### src/rtl/mips_ctrl_pkg.sv
// -----------------------------------------------------------------------------
// mips_ctrl_pkg
// Shared MIPS control definitions: opcode/funct/regimm constants, ALU
// operation codes, the branch-type enum, the control-bundle struct carried
// through ID/EX, and the pipeline controller FSM state type.
// No ports (package).
// -----------------------------------------------------------------------------
package mips_ctrl_pkg;

  // Primary opcodes (Instr[31:26])
  localparam logic [5:0] OP_RTYPE  = 6'b000000;
  localparam logic [5:0] OP_REGIMM = 6'b000001;
  localparam logic [5:0] OP_J      = 6'b000010;
  localparam logic [5:0] OP_JAL    = 6'b000011;
  localparam logic [5:0] OP_BEQ    = 6'b000100;
  localparam logic [5:0] OP_BNE    = 6'b000101;
  localparam logic [5:0] OP_BLEZ   = 6'b000110;
  localparam logic [5:0] OP_BGTZ   = 6'b000111;
  localparam logic [5:0] OP_ADDI   = 6'b001000;
  localparam logic [5:0] OP_SLTI   = 6'b001010;
  localparam logic [5:0] OP_ANDI   = 6'b001100;
  localparam logic [5:0] OP_ORI    = 6'b001101;
  localparam logic [5:0] OP_XORI   = 6'b001110;
  localparam logic [5:0] OP_MUL    = 6'b011100;
  localparam logic [5:0] OP_LB     = 6'b100000;
  localparam logic [5:0] OP_LH     = 6'b100001;
  localparam logic [5:0] OP_LW     = 6'b100011;
  localparam logic [5:0] OP_SB     = 6'b101000;
  localparam logic [5:0] OP_SH     = 6'b101001;
  localparam logic [5:0] OP_SW     = 6'b101011;

  localparam logic [5:0] FUNCT_JR  = 6'b001000;

  // regimm sub-opcodes (Instr[20:16])
  localparam logic [4:0] RT_BLTZ   = 5'b00000;
  localparam logic [4:0] RT_BGEZ   = 5'b00001;

  // ALU operation codes
  localparam logic [3:0] ALU_MEM   = 4'b0000;
  localparam logic [3:0] ALU_ADDI  = 4'b0001;
  localparam logic [3:0] ALU_RTYPE = 4'b0010;
  localparam logic [3:0] ALU_BGEZ  = 4'b0011;
  localparam logic [3:0] ALU_BEQ   = 4'b0100;
  localparam logic [3:0] ALU_BNE   = 4'b0101;
  localparam logic [3:0] ALU_BGTZ  = 4'b0110;
  localparam logic [3:0] ALU_BLEZ  = 4'b0111;
  localparam logic [3:0] ALU_BLTZ  = 4'b1000;
  localparam logic [3:0] ALU_JUMP  = 4'b1001;
  localparam logic [3:0] ALU_ANDI  = 4'b1010;
  localparam logic [3:0] ALU_ORI   = 4'b1011;
  localparam logic [3:0] ALU_XORI  = 4'b1100;
  localparam logic [3:0] ALU_SLTI  = 4'b1101;
  localparam logic [3:0] ALU_MUL   = 4'b1111;

  typedef enum logic [1:0] {
    BR_NONE = 2'd0,
    BR_JUMP = 2'd1,   // j / jal
    BR_JR   = 2'd2,
    BR_COND = 2'd3
  } branch_type_e;

  // Control bundle registered into the ID/EX slice. An all-zero value is a
  // bubble / NOP.
  typedef struct packed {
    logic         reg_dst;
    logic         mem_read;
    logic         mem_to_reg;
    logic         mem_write;
    logic         alu_src;
    logic         reg_write;
    logic         jal;
    logic [3:0]   alu_op;
    branch_type_e branch_type;
    logic [4:0]   write_reg;
  } ctrl_bundle_t;

  typedef enum logic {
    ST_RUN      = 1'b0,
    ST_MUL_WAIT = 1'b1
  } ctrl_state_e;

endpackage

### src/rtl/ctrl_decode.sv
// -----------------------------------------------------------------------------
// ctrl_decode
// Purely combinational decode of one MIPS instruction into the control bundle,
// the resolved destination register, and which source registers it reads.
// Ports:
//   i_instr     in  32  instruction word from IF/ID
//   o_ctrl      out     decoded control bundle (all zero for unknown encodings)
//   o_reads_rs  out  1  instruction consumes rs
//   o_reads_rt  out  1  instruction consumes rt
// -----------------------------------------------------------------------------
module ctrl_decode
  import mips_ctrl_pkg::*;
(
  input  logic [31:0]  i_instr,
  output ctrl_bundle_t o_ctrl,
  output logic         o_reads_rs,
  output logic         o_reads_rt
);

  logic [5:0] w_op;
  logic [4:0] w_rt;
  logic [4:0] w_rd;
  logic [5:0] w_funct;
  logic       w_known;
  logic       w_unused_shamt;

  assign w_op           = i_instr[31:26];
  assign w_rt           = i_instr[20:16];
  assign w_rd           = i_instr[15:11];
  assign w_funct        = i_instr[5:0];
  assign w_unused_shamt = ^i_instr[10:6];

  always_comb begin
    // NOTE: every output gets a default before the case so no path leaves a
    // signal unassigned, which would otherwise infer a latch.
    o_ctrl     = '0;
    o_reads_rs = 1'b1;
    o_reads_rt = 1'b0;
    w_known    = 1'b1;

    case (w_op)
      OP_RTYPE: begin
        if (w_funct == FUNCT_JR) begin
          o_ctrl.alu_op      = ALU_JUMP;
          o_ctrl.branch_type = BR_JR;
        end else begin
          o_ctrl.alu_op    = ALU_RTYPE;
          o_ctrl.reg_dst   = 1'b1;
          o_ctrl.reg_write = 1'b1;
          o_reads_rt       = 1'b1;
        end
      end
      OP_REGIMM: begin
        o_ctrl.branch_type = BR_COND;
        if (w_rt == RT_BGEZ)      o_ctrl.alu_op = ALU_BGEZ;
        else if (w_rt == RT_BLTZ) o_ctrl.alu_op = ALU_BLTZ;
        else                      w_known = 1'b0;
      end
      OP_J: begin
        o_ctrl.alu_op      = ALU_JUMP;
        o_ctrl.branch_type = BR_JUMP;
        o_reads_rs         = 1'b0;
      end
      OP_JAL: begin
        o_ctrl.alu_op      = ALU_JUMP;
        o_ctrl.branch_type = BR_JUMP;
        o_ctrl.reg_write   = 1'b1;
        o_ctrl.jal         = 1'b1;
        o_reads_rs         = 1'b0;
      end
      OP_BEQ, OP_BNE: begin
        o_ctrl.alu_op      = (w_op == OP_BEQ) ? ALU_BEQ : ALU_BNE;
        o_ctrl.branch_type = BR_COND;
        o_reads_rt         = 1'b1;
      end
      OP_BGTZ, OP_BLEZ: begin
        o_ctrl.alu_op      = (w_op == OP_BGTZ) ? ALU_BGTZ : ALU_BLEZ;
        o_ctrl.branch_type = BR_COND;
      end
      OP_ADDI, OP_ANDI, OP_ORI, OP_XORI, OP_SLTI: begin
        o_ctrl.alu_src   = 1'b1;
        o_ctrl.reg_write = 1'b1;
        case (w_op)
          OP_ADDI: o_ctrl.alu_op = ALU_ADDI;
          OP_ANDI: o_ctrl.alu_op = ALU_ANDI;
          OP_ORI:  o_ctrl.alu_op = ALU_ORI;
          OP_XORI: o_ctrl.alu_op = ALU_XORI;
          default: o_ctrl.alu_op = ALU_SLTI;
        endcase
      end
      OP_LW, OP_LH, OP_LB: begin
        o_ctrl.alu_op     = ALU_MEM;
        o_ctrl.alu_src    = 1'b1;
        o_ctrl.mem_read   = 1'b1;
        o_ctrl.mem_to_reg = 1'b1;
        o_ctrl.reg_write  = 1'b1;
      end
      OP_SW, OP_SH, OP_SB: begin
        o_ctrl.alu_op    = ALU_MEM;
        o_ctrl.alu_src   = 1'b1;
        o_ctrl.mem_write = 1'b1;
        o_reads_rt       = 1'b1;
      end
      OP_MUL: begin
        o_ctrl.alu_op    = ALU_MUL;
        o_ctrl.reg_dst   = 1'b1;
        o_ctrl.reg_write = 1'b1;
        o_reads_rt       = 1'b1;
      end
      default: w_known = 1'b0;
    endcase

    // Destination: jal links to $31, otherwise rd or rt by RegDst.
    if (o_ctrl.jal)          o_ctrl.write_reg = 5'd31;
    else if (o_ctrl.reg_dst) o_ctrl.write_reg = w_rd;
    else                     o_ctrl.write_reg = w_rt;

    // $0 is hardwired; a write to it is architecturally a no-op.
    if (o_ctrl.write_reg == 5'd0) o_ctrl.reg_write = 1'b0;

    // Unknown encodings become a NOP that reads nothing.
    if (!w_known) begin
      o_ctrl     = '0;
      o_reads_rs = 1'b0;
      o_reads_rt = 1'b0;
    end
  end

endmodule

### src/rtl/pipe_controller.sv
// -----------------------------------------------------------------------------
// pipe_controller
// Decodes the ID-stage instruction into the ID/EX control slice and generates
// load-use stalls, multi-cycle mul stalls and branch/jump flushes.
// Ports:
//   Clk, Rst (async, active-high)
//   Instr[31:0], InstrValid      instruction held in IF/ID
//   BranchTaken                  EX resolved a taken branch/jump this cycle
//   Ex*                          registered EX control (bundle, dest, valid)
//   StallIF                      hold PC and IF/ID this cycle
//   FlushID                      load bubble into IF/ID at next edge
//   MulBusy                      multi-cycle mul occupying EX
// -----------------------------------------------------------------------------
module pipe_controller
  import mips_ctrl_pkg::*;
#(
  parameter int MUL_LATENCY = 3,
  parameter bit LOAD_USE_EN = 1'b1
) (
  input  logic        Clk,
  input  logic        Rst,
  input  logic [31:0] Instr,
  input  logic        InstrValid,
  input  logic        BranchTaken,
  output logic        ExRegDst,
  output logic        ExMemRead,
  output logic        ExMemToReg,
  output logic        ExMemWrite,
  output logic        ExALUSrc,
  output logic        ExRegWrite,
  output logic        ExJal,
  output logic [3:0]  ExALUOp,
  output logic [1:0]  ExBranchType,
  output logic [4:0]  ExWriteReg,
  output logic        ExValid,
  output logic        StallIF,
  output logic        FlushID,
  output logic        MulBusy
);

  localparam int CNT_W = $clog2(MUL_LATENCY + 1);

  ctrl_state_e  r_state;
  ctrl_state_e  w_state_next;
  logic [CNT_W-1:0] r_cnt;
  logic [CNT_W-1:0] w_cnt_next;

  ctrl_bundle_t r_ex_ctrl;
  logic         r_ex_valid;

  ctrl_bundle_t w_dec_ctrl;
  logic         w_reads_rs;
  logic         w_reads_rt;
  logic         w_load_use;
  logic         w_ex_bubble;
  logic         w_mul_issue;

  ctrl_decode u_decode (
    .i_instr    (Instr),
    .o_ctrl     (w_dec_ctrl),
    .o_reads_rs (w_reads_rs),
    .o_reads_rt (w_reads_rt)
  );

  // A load in EX whose result the ID instruction needs cannot be forwarded in
  // time; $0 destinations never create a dependency.
  assign w_load_use = LOAD_USE_EN && r_ex_valid && r_ex_ctrl.mem_read &&
                      (r_ex_ctrl.write_reg != 5'd0) && InstrValid &&
                      ((w_reads_rs && (Instr[25:21] == r_ex_ctrl.write_reg)) ||
                       (w_reads_rt && (Instr[20:16] == r_ex_ctrl.write_reg)));

  assign w_ex_bubble = BranchTaken || w_load_use || !InstrValid;
  assign w_mul_issue = !w_ex_bubble && (w_dec_ctrl.alu_op == ALU_MUL);

  // FSM state register
  always_ff @(posedge Clk or posedge Rst) begin
    // NOTE: sequential state uses non-blocking assignments so every register
    // samples pre-edge values regardless of process ordering.
    if (Rst) begin
      r_state <= ST_RUN;
      r_cnt   <= '0;
    end else begin
      r_state <= w_state_next;
      r_cnt   <= w_cnt_next;
    end
  end

  // FSM next state: the counter holds the EX cycles still owed after the
  // first one, so MUL_WAIT lasts MUL_LATENCY-1 cycles.
  always_comb begin
    w_state_next = r_state;
    w_cnt_next   = r_cnt;
    case (r_state)
      ST_RUN: begin
        if (w_mul_issue && (MUL_LATENCY > 1)) begin
          w_state_next = ST_MUL_WAIT;
          w_cnt_next   = CNT_W'(MUL_LATENCY - 1);
        end
      end
      ST_MUL_WAIT: begin
        w_cnt_next = r_cnt - CNT_W'(1);
        if (r_cnt == CNT_W'(1)) w_state_next = ST_RUN;
      end
      default: w_state_next = ST_RUN;
    endcase
  end

  // FSM outputs: forced low while reset is asserted.
  always_comb begin
    MulBusy = 1'b0;
    StallIF = 1'b0;
    FlushID = 1'b0;
    if (!Rst) begin
      if (r_state == ST_MUL_WAIT) begin
        MulBusy = 1'b1;
        StallIF = 1'b1;
      end else begin
        FlushID = BranchTaken;
        StallIF = w_load_use && !BranchTaken;
      end
    end
  end

  // ID/EX control slice: hold during a mul, else bubble or decoded bundle.
  always_ff @(posedge Clk or posedge Rst) begin
    if (Rst) begin
      r_ex_ctrl  <= '0;
      r_ex_valid <= 1'b0;
    end else if (r_state != ST_MUL_WAIT) begin
      if (w_ex_bubble) begin
        r_ex_ctrl  <= '0;
        r_ex_valid <= 1'b0;
      end else begin
        r_ex_ctrl  <= w_dec_ctrl;
        r_ex_valid <= 1'b1;
      end
    end
  end

  assign ExRegDst     = r_ex_ctrl.reg_dst;
  assign ExMemRead    = r_ex_ctrl.mem_read;
  assign ExMemToReg   = r_ex_ctrl.mem_to_reg;
  assign ExMemWrite   = r_ex_ctrl.mem_write;
  assign ExALUSrc     = r_ex_ctrl.alu_src;
  assign ExRegWrite   = r_ex_ctrl.reg_write;
  assign ExJal        = r_ex_ctrl.jal;
  assign ExALUOp      = r_ex_ctrl.alu_op;
  assign ExBranchType = r_ex_ctrl.branch_type;
  assign ExWriteReg   = r_ex_ctrl.write_reg;
  assign ExValid      = r_ex_valid;

endmodule

### config.mk
export PLATFORM = sky130hd
export DESIGN_NAME = pipe_controller
export DESIGN_NICKNAME = d
export VERILOG_FILES = /design/src/rtl/mips_ctrl_pkg.sv /design/src/rtl/ctrl_decode.sv /design/src/rtl/pipe_controller.sv
export SDC_FILE = /design/constraint.sdc
export NUM_CORES = 1
export LEC_CHECK = 0
export ABC_AREA = 1
export CAP_MARGIN = 15
export CORE_MARGIN = 2
export CORE_UTILIZATION = 60
export CTS_CLUSTER_SIZE = 16
export DETAILED_ROUTE_END_ITERATION = 6
export DONT_BUFFER_PORTS = 1
export PLACE_DENSITY = 0.75
export SKIP_CTS_REPAIR_TIMING = 1
export SLEW_MARGIN = 30
export SYNTH_ARGS = -nofsm -noshare
export SYNTH_HDL_FRONTEND = slang
export SYNTH_SLANG_ARGS = --single-unit
export TNS_END_PERCENT = 50
### constraint.sdc
create_clock -name Clk -period 3.1 [get_ports Clk]
set_input_delay 0.155 -clock Clk [delete_from_list [all_inputs] [get_ports Clk]]
set_output_delay 0.155 -clock Clk [all_outputs]
set_load 0.02 [all_outputs]
* After elaboration in Yosys (flattened, before gate mapping)
Cells that the tools add are included.
Storage, ports and cells: memory bits (read-only) 0, register bits 22, input port bits 36, output and inout bits 22, bits in writable memories 0, memories kept 0, bits in latches 0, logic and storage cells 110
Cells by class: $lt $le $gt $ge 0, add/subtract/negate cells 1, muxes and demuxes 40, eq/ne operators 26, divide/modulo/power cells 0, bitwise logic cells 1, reductions and logical operators 29, $mul 0, shift-type cells 0
Operators by type and width (number):
- 6-bit by 4-bit equality test with 1-bit output (second input constant) | 6
- 6-bit equality test (second input constant) | 6
- 18-bit two-way mux | 2
- 4-bit one-hot mux with 7 select lines | 1
- 6-bit by 3-bit equality test with 1-bit output (second input constant) | 4
- 1-bit two-way mux | 21
- 19-bit OR reduction | 1
- 4-bit one-hot mux with 4 select lines | 1
- 6-bit by 2-bit equality test with 1-bit output (second input constant) | 2
- 4-bit two-way mux | 3
- 11-bit OR reduction | 1
- 5-bit equality test | 2
- 5-bit zero test | 2
- 5-bit two-way mux | 2
- 1-bit one-hot mux with 2 select lines | 5
- 10-bit OR reduction | 1
- 5-bit OR reduction | 2
- 1-bit logical AND | 8
- 6-bit by 1-bit equality test with 1-bit output (second input constant) | 1
- 6-bit by 5-bit equality test with 1-bit output (second input constant) | 1
- 6-bit zero test | 1
- 2-bit two-way mux | 3
- 2-bit one-hot mux with 3 select lines | 1
- 2-bit OR reduction | 3
- other kinds (12) | 17

* Longest topological paths before layout
word-level depth 14, mapped depth 13, depth with buffers taken out 13

* By module
From an unflattened synthesis, not the netlist that was laid out.
Second synthesis, totals: cell total of the unflattened synthesis 284, area, all modules 1766.7 µm²
By module, submodules not included:
- pipe_controller | seq. area each 550.5 µm², instances 1, cells each 160, area each 1143.6 µm²
- ctrl_decode | seq. area each 0.0 µm², instances 1, cells each 124, area each 623.1 µm²

* Least setup slack after synthesis
No wires, ideal clock.
kind reg2out, start register r_ex_ctrl, in the netlist ExWriteReg[4], end output port StallIF, setup slack 1.453 ns, arrival 1.492 ns, stages on the path, launching flop included 11, data required time 2.945 ns, buffers on the path 0, cell sequence dfrtp_1 > inv_1 > nand2_1 > nand2_1 > nor2_1 > nand2_1 > nor2_1 > o21ai_1 > nand2_1 > nand3_4 > o22ai_1
Between the ends: cells in the longest elaborated chain, start to end 7, elaborated cells between the ends (all ways) 12, classes of those cells eq/ne: 2; mux: 2; reduce/logical: 8
RTL lines:
- start, declared | RTL line pipe_controller.sv:48 | ctrl_bundle_t r_ex_ctrl;
- start signal, assigned | RTL line pipe_controller.sv:134 | r_ex_ctrl <= w_dec_ctrl;
- 5-bit equality test (tied with other cells) | RTL line pipe_controller.sv:69 | ((w_reads_rs && (Instr[25:21] == r_ex_ctrl.write_reg)) ||
- 1-bit logical AND, on equally long branches | RTL line pipe_controller.sv:69, pipe_controller.sv:67, pipe_controller.sv:70
- 1-bit logical OR or 1-bit logical AND (tied branches) | RTL line pipe_controller.sv:69, pipe_controller.sv:68
- 1-bit logical AND * | RTL line pipe_controller.sv:68 | (r_ex_ctrl.write_reg != 5'd0) && InstrValid &&
- 1-bit logical AND * | RTL line pipe_controller.sv:119 | StallIF = w_load_use && !BranchTaken;
- 1-bit two-way mux * | RTL line pipe_controller.sv:114 | if (r_state == ST_MUL_WAIT) begin
- 1-bit two-way mux * | RTL line pipe_controller.sv:113 | if (!Rst) begin
- end, declared | RTL line pipe_controller.sv:36 | output logic StallIF,
Every way passes the cells marked *; elsewhere a longest branch is shown, timed or not.

* Worst setup path in the final report
Same ends and word-level chain as after synthesis.

==> Flow_metrics.wiki <==
{| class="wikitable"
! Metric !! Value
|-
| Final estimated routing congestion in global placement || 0.9282
|-
| Critical path required time || 2.94 ns
|-
| Kind of end point of the critical path || output port
|-
| Final routed DRC violation total || 0
|-
| Initial cell density of the core || 0.6266
|-
| DIE WIDTH || 57.67 µm
|-
| Vias in the first global route || 1458
|-
| Number of clock buffers inserted by TritonCTS || 3
|-
| Worst path cell trace || inv_1, nand2_1, nand2_1, nor2_1, nand2_1, nor2_1, o21ai_1, nand2_1, nand3_4, o22ai_1
|-
| Clock root buffer || clkbuf_4
|-
| Cell mode on critical path || nand2_1
|-
| Number of top-level design ports || 58
|-
| Cell Pwr Density || ~310 nW/µm²
|-
| Max-cap violations || 0
|-
| Largest fanout of any net on the critical path || 5
|-
| Total routing usage reported by global routing || 0.2515
|-
| Levels on crit path || 10
|-
| Achievable frequency || 442.5 MHz
|-
| Core ar. || between 2000 and 3000 µm²
|-
| Share of cells above drive strength 1 || 0.1480
|-
| Yosys warning total || 0
|-
| Pre-antenna DRT Iters || 4
|-
| Buffer and inverter count on the worst path || 1
|-
| TritonCTS clock tree || done
|-
| Critical-path top delay cell || dfrtp_1
|-
| Final-report max-slew violation count || 0
|-
| Filler Cell Count || 273
|-
| Nets || between 200 and 300
|-
| Net count after synthesis || 289
|-
| Post-DP HPWL || 3.073 mm
|-
| Synthesized area divided by synthesized cell count || 6.857 µm²
|-
| Worst Path Class, Setup || reg2out
|-
| Vias per std cell || ~5.6
|-
| Clock transition at the registers of the reported paths || around 0.12 ns
|-
| Clock Latency Late Sink || roughly 0.30 ns
|-
| Critical path's top delay family || simple AND/OR/NAND/NOR gates
|-
| Main area contributors after synthesis || dfrtp_1, nand2_1, nand3_1, nor2_1, inv_1
|-
| Number of clock sinks seen by CTS || 21
|-
| Global-route wire length before repair || between 6 and 7 mm
|-
| Post-synthesis sequential element count || 21
|-
| Total negative setup slack || 0 ns
|-
| Status || completed
|-
| Cell taking the most area after synthesis || dfrtp_1
|-
| Worst clock skew on the final layout || 0.01302 ns
|-
| Critical path arrival || 2.10 ns
|-
| Post-route ant nets || 0
|-
| Maximum number of pins on one net before global-route repair || 23
|-
| Delay of the slowest cell on the worst path || 0.57 ns
|-
| Post-route standard cell area excluding fillers || 1750 µm²
|-
| Cell area after synthesis || 1728 µm²
|-
| Hold-critical path depth || 3
|-
| Count of routing violations after the opening detailed-route iteration || 67
|-
| Class of the most critical hold timing path || in2reg
|-
| Static power due to leakage || ~0.88 nW
|-
| Final-report setup violation count || 0
|-
| Number of levels in the clock H-tree || 1
|-
| Worst-Margin Slew || 0.7898 ns
|-
| Distinct cell type count after synthesis || 34
|-
| Type of origin of the critical path || flip-flop
|-
| Via count || 1564
|-
| Gate count of the mapped netlist || 252
|-
| Max Root-Sink Buffers || 2
|-
| Final critical-path share of the clock period || 0.7290
|-
| Number of hold-slack violations in the final timing report || 0
|-
| Peak supply drop || 470.5 µV
|-
| Overall overflow remaining after global route || 0
|-
| Height of the die || 57.67 µm
|-
| Clock period minus final worst setup slack || roughly 2.3 ns
|-
| RSZ-0062 raised after global routing || no
|-
| Die area || 3325 µm²
|-
| ANT cells || 0
|-
| Layout Area Growth over Synthesis || 1.303%
|-
| Worst reg2reg path depth || 13
|-
| Fraction of synthesized cell area taken by the top area cell type || 0.3041
|-
| Total length of routed wires || 3.942 mm
|-
| Sequential area share after synthesis || 0.3041
|-
| Port bufs || 0
|-
| Placement Cell Area || 1714 µm²
|-
| Antenna violations before repair || 0
|-
| Relative slew margins || 0.4729
|-
| FP Rows || 19
|-
| Per-cell routed wire length || 14.03 µm
|}
## flip-flops by register name (all words and copies together), names as in the netlist
name and flops:
ExMemWrite 1, ExRegWrite 1, ExALUOp 4, ExALUSrc 1, ExBranchType 2, ExRegDst 1, r_cnt 2, r_state 1
ExValid 1, ExMemRead 1, ExWriteReg 5, ExJal 1
## layout by cell type, fill, tap and decap left out, drive strengths merged
cell type     n
clkinv        1
o21ai        21
dfrtp        21
o2111a        1
nand3b        2
nor2         38
a21boi        2
a21oi         1
clkbuf        4
mux2i         1
or2           3
xnor2         6
ha            1
nand4         4
nor3          4
dlygate4sd3   1
and3          1
o22ai         5
inv          32
nand3        34
nor4          1
nand2        65
nor4b         1
## report_power, final
group          total, mW  switching [mW]  internal [mW]
Sequential         0.306          0.0187          0.288
Clock              0.128          0.0779         0.0501
Combinational      0.113          0.0701         0.0431
## final timing paths
path | start | endpoint | slack [ns]
setup / recovery | ExWriteReg[4] | StallIF | 0.84
setup reg to reg | ExWriteReg[4] | ExRegWrite | 1.16
max in group asynchronous | Rst | ExBranchType[0] | 2.16
hold / removal | BranchTaken | ExALUOp[1] | 0.1
min in group asynchronous | Rst | ExValid | 0.43
hold reg to reg | r_cnt[1] | r_cnt[1] | 0.53
## per-stage QoR
stage	worst slack [ns]	power [mW]	hold slack (ns)	util	std cells
after floorplan	1.453	0.4050	0.1400	-	252
after global placement	1.129	0.4211	0.2317	0.6216	276
after detailed placement	1.108	0.4244	0.2283	0.6216	276
after CTS	0.8555	0.5516	-0.1099	0.6311	280
after global routing	0.6534	0.5829	0.1358	0.6348	281
final	0.8400	0.5474	0.09758	0.6348	281
## synth_stat cells (all sizes together)
cell    number
nand2       65
nor2        38
nand3       34
inv         32
dfrtp       21
o21ai       21
xnor2        6
buf          5
o22ai        5
nand4        4
nor3         4
or2          3
a21boi       2
clkbuf       2
nand3b       2
a21oi        1
and3         1
clkinv       1
ha           1
mux2i        1
nor4         1
nor4b        1
o2111a       1
## area by class of cell
cell class / instances / area [µm²] / share of cell area
sequential: 21 / 525.5 / 0.3002
tap: 31 / 38.79 / 0.02216
clock buffer: 4 / 26.28 / 0.01501
inverter: 33 / 123.9 / 0.07076
timing repair buffer: 1 / 10.01 / 0.005718
multi-input combinational: 191 / 1026 / 0.5861
## kinds of logic (layout without fill, tap and decap cells)
kind of cell               count (synthesis)  after routing  synth area share
and+or+nand+nor                          153            153            0.4280
buffers and inverters                     40             38            0.1021
AOI/OAI and AO/OA                         30             30            0.1224
DFF                                       21             21            0.3041
xor gates and xnor gates                   6              6           0.03041
adders and majority gates                  1              1          0.007240
muxes                                      1              1          0.005793
## per-layer routing
metal  global-route usage  share of wire  up-vias
li1                     -              -      814
met1               0.3219           0.45      706
met2               0.4367           0.49       42
met3              0.06027          0.051        2
met4              0.04651         0.0025        0
met5                    0              0        -
## worst reg2reg max path, cell delays in order, from the launching register on
cell and delay, ns:
dfrtp_1 0.57, inv_1 0.12, nand2_1 0.07, nand2_1 0.05, nor2_1 0.10, nand2_1 0.06, nor2_1 0.13, o21ai_1 0.10
nand2_1 0.13, nand3_4 0.10, nand3_4 0.20, inv_1 0.09, nand2_1 0.07, nand2_1 0.05
Note: power is estimated with default switching activity, not from simulation.
